### src/rtl/disp_pkg.sv
// Shared types and helpers for the display-source selector.
package disp_pkg;

  typedef enum logic [1:0] {HOME, BROWSE, EDIT} disp_state_t;

  localparam int MAX_DW = 32;
  localparam logic [MAX_DW-1:0] BLANK_CODE = '1;

  // Bit offset of source s, digit d inside the flat source bus.
  function automatic int src_off(input int s, input int d, input int ndig, input int dw);
    return (s * ndig + d) * dw;
  endfunction

endpackage

### src/rtl/tick_counter.sv
// Modulo-N counter of tick enables with synchronous clear and a terminal pulse.
module tick_counter #(
  parameter int N = 2
) (
  input  logic clk,
  input  logic rst,
  input  logic en,
  input  logic clr,
  output logic term
);
  localparam int CW = (N > 1) ? $clog2(N) : 1;

  logic [CW-1:0] cnt;

  // Clear suppresses the terminal pulse so a higher-priority event wins.
  assign term = en && !clr && (cnt == CW'(N - 1));

  always_ff @(posedge clk) begin
    if (rst || clr)
      cnt <= '0;
    else if (en)
      cnt <= term ? '0 : cnt + 1'b1;
  end

endmodule

### src/rtl/disp_src_mux.sv
// Registered display-source selector with mode stepping, idle timeout and edit blink.
module disp_src_mux
  import disp_pkg::*;
#(
  parameter int NSRC          = 4,
  parameter int NDIG          = 6,
  parameter int DW            = 4,
  parameter int BLINK_TICKS   = 500,
  parameter int TIMEOUT_TICKS = 10000,
  localparam int SW = (NSRC > 1) ? $clog2(NSRC) : 1,
  localparam int PW = (NDIG > 1) ? $clog2(NDIG) : 1
) (
  input  logic                     clk,
  input  logic                     rst,
  input  logic                     tick,
  input  logic                     btn_mode,
  input  logic                     sel_load,
  input  logic [SW-1:0]            sel_in,
  input  logic                     edit_en,
  input  logic [PW-1:0]            edit_pos,
  input  logic [NSRC*NDIG*DW-1:0]  src_bus,
  output logic [NDIG*DW-1:0]       q,
  output logic [SW-1:0]            sel,
  output logic                     sel_changed
);

  disp_state_t        state, state_n;
  logic [SW-1:0]      sel_n;
  logic [NDIG*DW-1:0] q_n;
  logic               load_ok, accept;
  logic               to_en, to_clr, to_fire;
  logic               bl_en, bl_clr, bl_term, blink_phase;

  assign load_ok = sel_load && (int'(sel_in) < NSRC);
  assign accept  = load_ok || btn_mode;

  // Timeout only runs while browsing; any accepted selection restarts it.
  assign to_en  = tick && (state == BROWSE) && !edit_en;
  assign to_clr = (state != BROWSE) || accept;

  tick_counter #(.N(TIMEOUT_TICKS)) u_timeout (
    .clk (clk),
    .rst (rst),
    .en  (to_en),
    .clr (to_clr),
    .term(to_fire)
  );

  assign bl_en  = tick && (state == EDIT);
  assign bl_clr = (state != EDIT);

  tick_counter #(.N(BLINK_TICKS)) u_blink (
    .clk (clk),
    .rst (rst),
    .en  (bl_en),
    .clr (bl_clr),
    .term(bl_term)
  );

  always_comb begin
    sel_n = sel;
    if (load_ok)
      sel_n = sel_in;
    else if (btn_mode)
      sel_n = (sel == SW'(NSRC - 1)) ? '0 : sel + 1'b1;
    else if (to_fire)
      sel_n = '0;
  end

  always_comb begin
    state_n = state;
    if (edit_en)
      state_n = EDIT;
    else if (sel_n == '0)
      state_n = HOME;
    else
      state_n = BROWSE;
  end

  // Digit mux from the registered selection; edit_pos beyond NDIG never matches.
  always_comb begin
    q_n = '0;
    for (int d = 0; d < NDIG; d++) begin
      q_n[d*DW +: DW] = src_bus[src_off(int'(sel), d, NDIG, DW) +: DW];
      if ((state == EDIT) && blink_phase && (int'(edit_pos) == d))
        q_n[d*DW +: DW] = BLANK_CODE[DW-1:0];
    end
  end

  always_ff @(posedge clk) begin
    if (rst) begin
      state       <= HOME;
      sel         <= '0;
      sel_changed <= 1'b0;
      q           <= '0;
      blink_phase <= 1'b0;
    end else begin
      state       <= state_n;
      sel         <= sel_n;
      sel_changed <= (sel_n != sel);
      q           <= q_n;
      if (state != EDIT)
        blink_phase <= 1'b0;
      else if (bl_term)
        blink_phase <= ~blink_phase;
    end
  end

endmodule

### config.mk
export PLATFORM = sky130hd
export DESIGN_NAME = disp_src_mux
export DESIGN_NICKNAME = d
export VERILOG_FILES = /design/src/rtl/disp_pkg.sv /design/src/rtl/tick_counter.sv /design/src/rtl/disp_src_mux.sv
export SDC_FILE = /design/constraint.sdc
export NUM_CORES = 1
export LEC_CHECK = 0
export BUFFER_PORTS_ARGS = -buffer_cell sky130_fd_sc_hd__buf_2
export CORE_MARGIN = 2
export CORE_UTILIZATION = 42
export CTS_CLUSTER_SIZE = 14
export DETAILED_ROUTE_END_ITERATION = 8
export PLACE_DENSITY = 0.74
export SLEW_MARGIN = 20
export SYNTH_ARGS = -nofsm -noshare
export SYNTH_HDL_FRONTEND = slang
export SYNTH_SLANG_ARGS = --single-unit
### constraint.sdc
create_clock -name clk -period 2.6 [get_ports clk]
set_input_delay 0.52 -clock clk [delete_from_list [all_inputs] [get_ports clk]]
set_output_delay 0.52 -clock clk [all_outputs]
set_load 0.01 [all_outputs]
==> Flow_metrics.wiki <==
{| class="wikitable"
! Metric !! Value
|-
| Clock buffer depth || 2
|-
| Top Family by Delay on Critical Path || simple AND/OR/NAND/NOR gates
|-
| Mean instance size in the synthesized netlist || 10.7 um2
|-
| Number of post-CTS setup repair buffers || 0
|-
| Total number of vias || ~3.3k
|-
| Antenna diode instance count || 0
|-
| Reg2reg setup slack || 0.40 ns
|-
| Depth of the CTS H-tree || 2
|-
| Worst-path fanout max || 33
|-
| Setup repair after global routing missed its margin || no
|-
| Overall global routing resource usage || between 20% and 30%
|-
| Flip-flop and latch count after synthesis || 53
|-
| First-pass GRT wire length || ~15 mm
|-
| Antenna violations before repair || 0
|-
| Category of the most critical setup path || reg2reg
|-
| Share of the synthesized area in the top cell type || 29.5%
|-
| Top cells by instance count after synthesis || dfxtp_1, mux4_2, nor2_1
|-
| Met1 track demand over resource in global routing || 28.4%
|-
| Final RePlAce weighted congestion || 0.892
|-
| Die boundary height || just under 100 um
|-
| CP startpoint kind || register
|-
| Quantity of gates resized following cts || 0
|-
| Total Die Area || 9310 um2
|-
| Crit-path slowest cell || nor2_1
|-
| Final core utilization || a little over half
|-
| Synth cell types || 54
|-
| Final critical path time including I/O delays and setup || 2.20 ns
|-
| Largest voltage drop on the vdd net || 0.256 mV
|-
| Grt ovf || 0
|-
| Post-route DRC || 0
|-
| Number of nets with antenna violations after detailed routing || 0
|-
| Leakage component of the power || between 1.5 and 2 nW
|-
| Crit-path cells || inv_1, ha_1, buf_12, nor2_1, a22oi_1, o21ai_0
|-
| Number of core rows || 33
|-
| Io pins || roughly 130
|-
| Final HPWL DP || 7.79 mm
|-
| Critical path arrival || 2.38 ns
|-
| Highest achievable clock rate || 0.456 GHz
|-
| Width of the die || 96.5 um
|-
| Per-cell routed wire length || 17.1 um
|-
| Worst path buffer plus inverter count || 2
|-
| Placeable core region || between 8000 and 9000 um2
|-
| Met3 Track Usage GR || 3.49%
|-
| Starting Density || 43.5%
|-
| Hold violation total from the final report || 0
|-
| Area added between synthesis and finish || 24.2%
|-
| Prevailing post-synth register cell || dfxtp_1
|-
| Worst skew pair latency || 0.31 ns
|-
| GR peak layer || met2
|-
| Worst clock skew || 0.00806 ns
|-
| Most frequent cell after synthesis || dfxtp_1
|-
| Number of sinks driven by the clock tree || 53
|-
| Met2 demand-to-capacity share in global routing || 37.0%
|-
| Clock-pin transition on the worst setup and hold timing paths || 0.10 ns
|-
| Via count of the first global-routing pass || about 3.2k
|-
| Quantity of I/O buffers inserted on ports || about 130
|-
| YS warnings || 0
|-
| Placed insts || 561
|-
| Largest net degree at the start of global routing || 34
|-
| Slew @ Worst Pin || 0.649 ns
|-
| Post-synthesis instance total || between 300 and 400
|-
| Sort of element at the end of the critical path || register
|-
| Fraction of layout cells with a size suffix above 1 || 45.3%
|-
| Leading area contributor after synthesis || dfxtp_1
|-
| Synth Cell Area || 3590 um2
|-
| Period Utilization, post-route || 84.4%
|-
| Final routed wirelength across all metal layers || about 9.7 mm
|-
| Dominant cells by area after synthesis || dfxtp_1, mux4_2, nor2_1, xor2_1, ha_1
|-
| Type of the worst min-delay path || in2reg
|-
| Number of nets produced by synthesis || approximately 450
|-
| CTS tree || done
|-
| Fraction of registers with async set/reset || 0%
|-
| Final Instance Count excl. Fillers || 569
|-
| Sequential fraction of the synthesis area || between 20 and 30%
|-
| Setup tns final || 0 ns
|-
| Data required time of the worst path || 2.78 ns
|-
| Number of vias per cell || 5.81
|-
| Worst path max stage delay || between 0.5 and 0.6 ns
|-
| Iter 0 DRT Violations || 181
|-
| Net count reported at finish || ~580
|-
| CTS Hold Buffers Added || 0
|-
| Inserted Clock Buffers || 5
|-
| Length of the first detailed-routing pass in iterations || 5
|-
| Final Max Tran Viols || 0
|-
| Run status || finished clean
|-
| Power density over cell area || ~470 nW/um2
|-
| Maximum capacitance violations || 0
|-
| Root buffer cell || clkbuf_8
|-
| Number of flops mapped to enable cells by yosys || 0
|-
| Relative max-transition margin || 56.5%
|-
| Setup violators final || 0
|}
==> report_power, final <==
part	switching [mW]	internal, mW
Sequential	0.0228	0.866
Combinational	0.305	0.345
Clock	0.275	0.276
==> logic make-up (layout without fill, tap and decap cells) <==
logic type,count (synthesis),after routing,share of synthesized area [%]
buf+inv,29,157,4.04
simple gates,115,115,18.6
mux,52,52,28.7
flops,53,53,29.5
xor+xnor,19,19,4.63
fa+ha+maj,8,8,2.79
compound gates,60,60,11.7
==> metrics by stage <==
stage / setup slack [ns] / area, um2 / total power [mW] / hold slack (ns)
after global placement: 0.504 / 4350 / 1.55 / 0.469
after floorplan: 0.280 / 3590 / 1.32 / 0.453
after global routing: 0.351 / 4460 / 2.19 / 0.413
final: 0.405 / 4460 / 2.09 / 0.414
after detailed placement: 0.470 / 4350 / 1.55 / 0.493
after CTS: 0.442 / 4460 / 2.10 / 0.402
==> worst paths after layout <==
kind | cells after the start | to | start
setup reg to reg | 6 | q[8] | sel[0]
setup / recovery | 6 | q[8] | sel[0]
hold / removal | 2 | state[0] | edit_en
hold reg to reg | 2 | u_timeout.cnt[13] | u_timeout.cnt[13]
==> area by class of cell <==
type,instances,area (um2)
clock buffer,8,111
inverter,8,30.0
multi-input combinational,254,2380
sequential,53,1060
timing repair buffer,141,738
fill,728,3800
tap,105,131
==> sequential cells by signal (all words and copies together) (netlist names) <==
signal	flops
q	24
sel_changed	1
u_blink.cnt	9
sel	2
state	2
u_timeout.cnt	14
blink_phase	1
==> metal layers <==
metal  share of wire [%]  up-vias
met5                   0        -
li1                    -     1557
met4                 1.7        0
met1                  42     1593
met2                  50      144
met3                 6.5       13
==> layout by cell type (no fill, tap or decap), types with 2 or more instances in the layout <==
cell      synthesis  layout
nand2_1          12      12
nor3_1            3       3
nor2_1           31      31
mux2_2            8       8
or3_1             2       2
or3b_2            2       2
nand3b_1         11      11
o221ai_1          5       5
a41oi_1           5       5
mux2i_1           4       4
a21oi_1          11      11
nor2b_1           4       4
o31ai_1           2       2
o21ba_2           4       4
dfxtp_1          53      52
ha_1              8       8
and4_1            2       2
inv_1             8       8
buf_2            11     133
or2_2             2       2
and3_1            5       5
mux4_2           40      40
nand2b_1          9       9
clkbuf_8          0       6
nor4b_1           3       3
a22oi_1           8       8
xor2_1           12      12
nand3_1          11      11
or4_1             2       2
o21ai_0          12      12
xnor2_1           7       7
buf_4             6       7
o211ai_1          2       2
nand4_1           7       7
(Power assumes the default switching activity.)
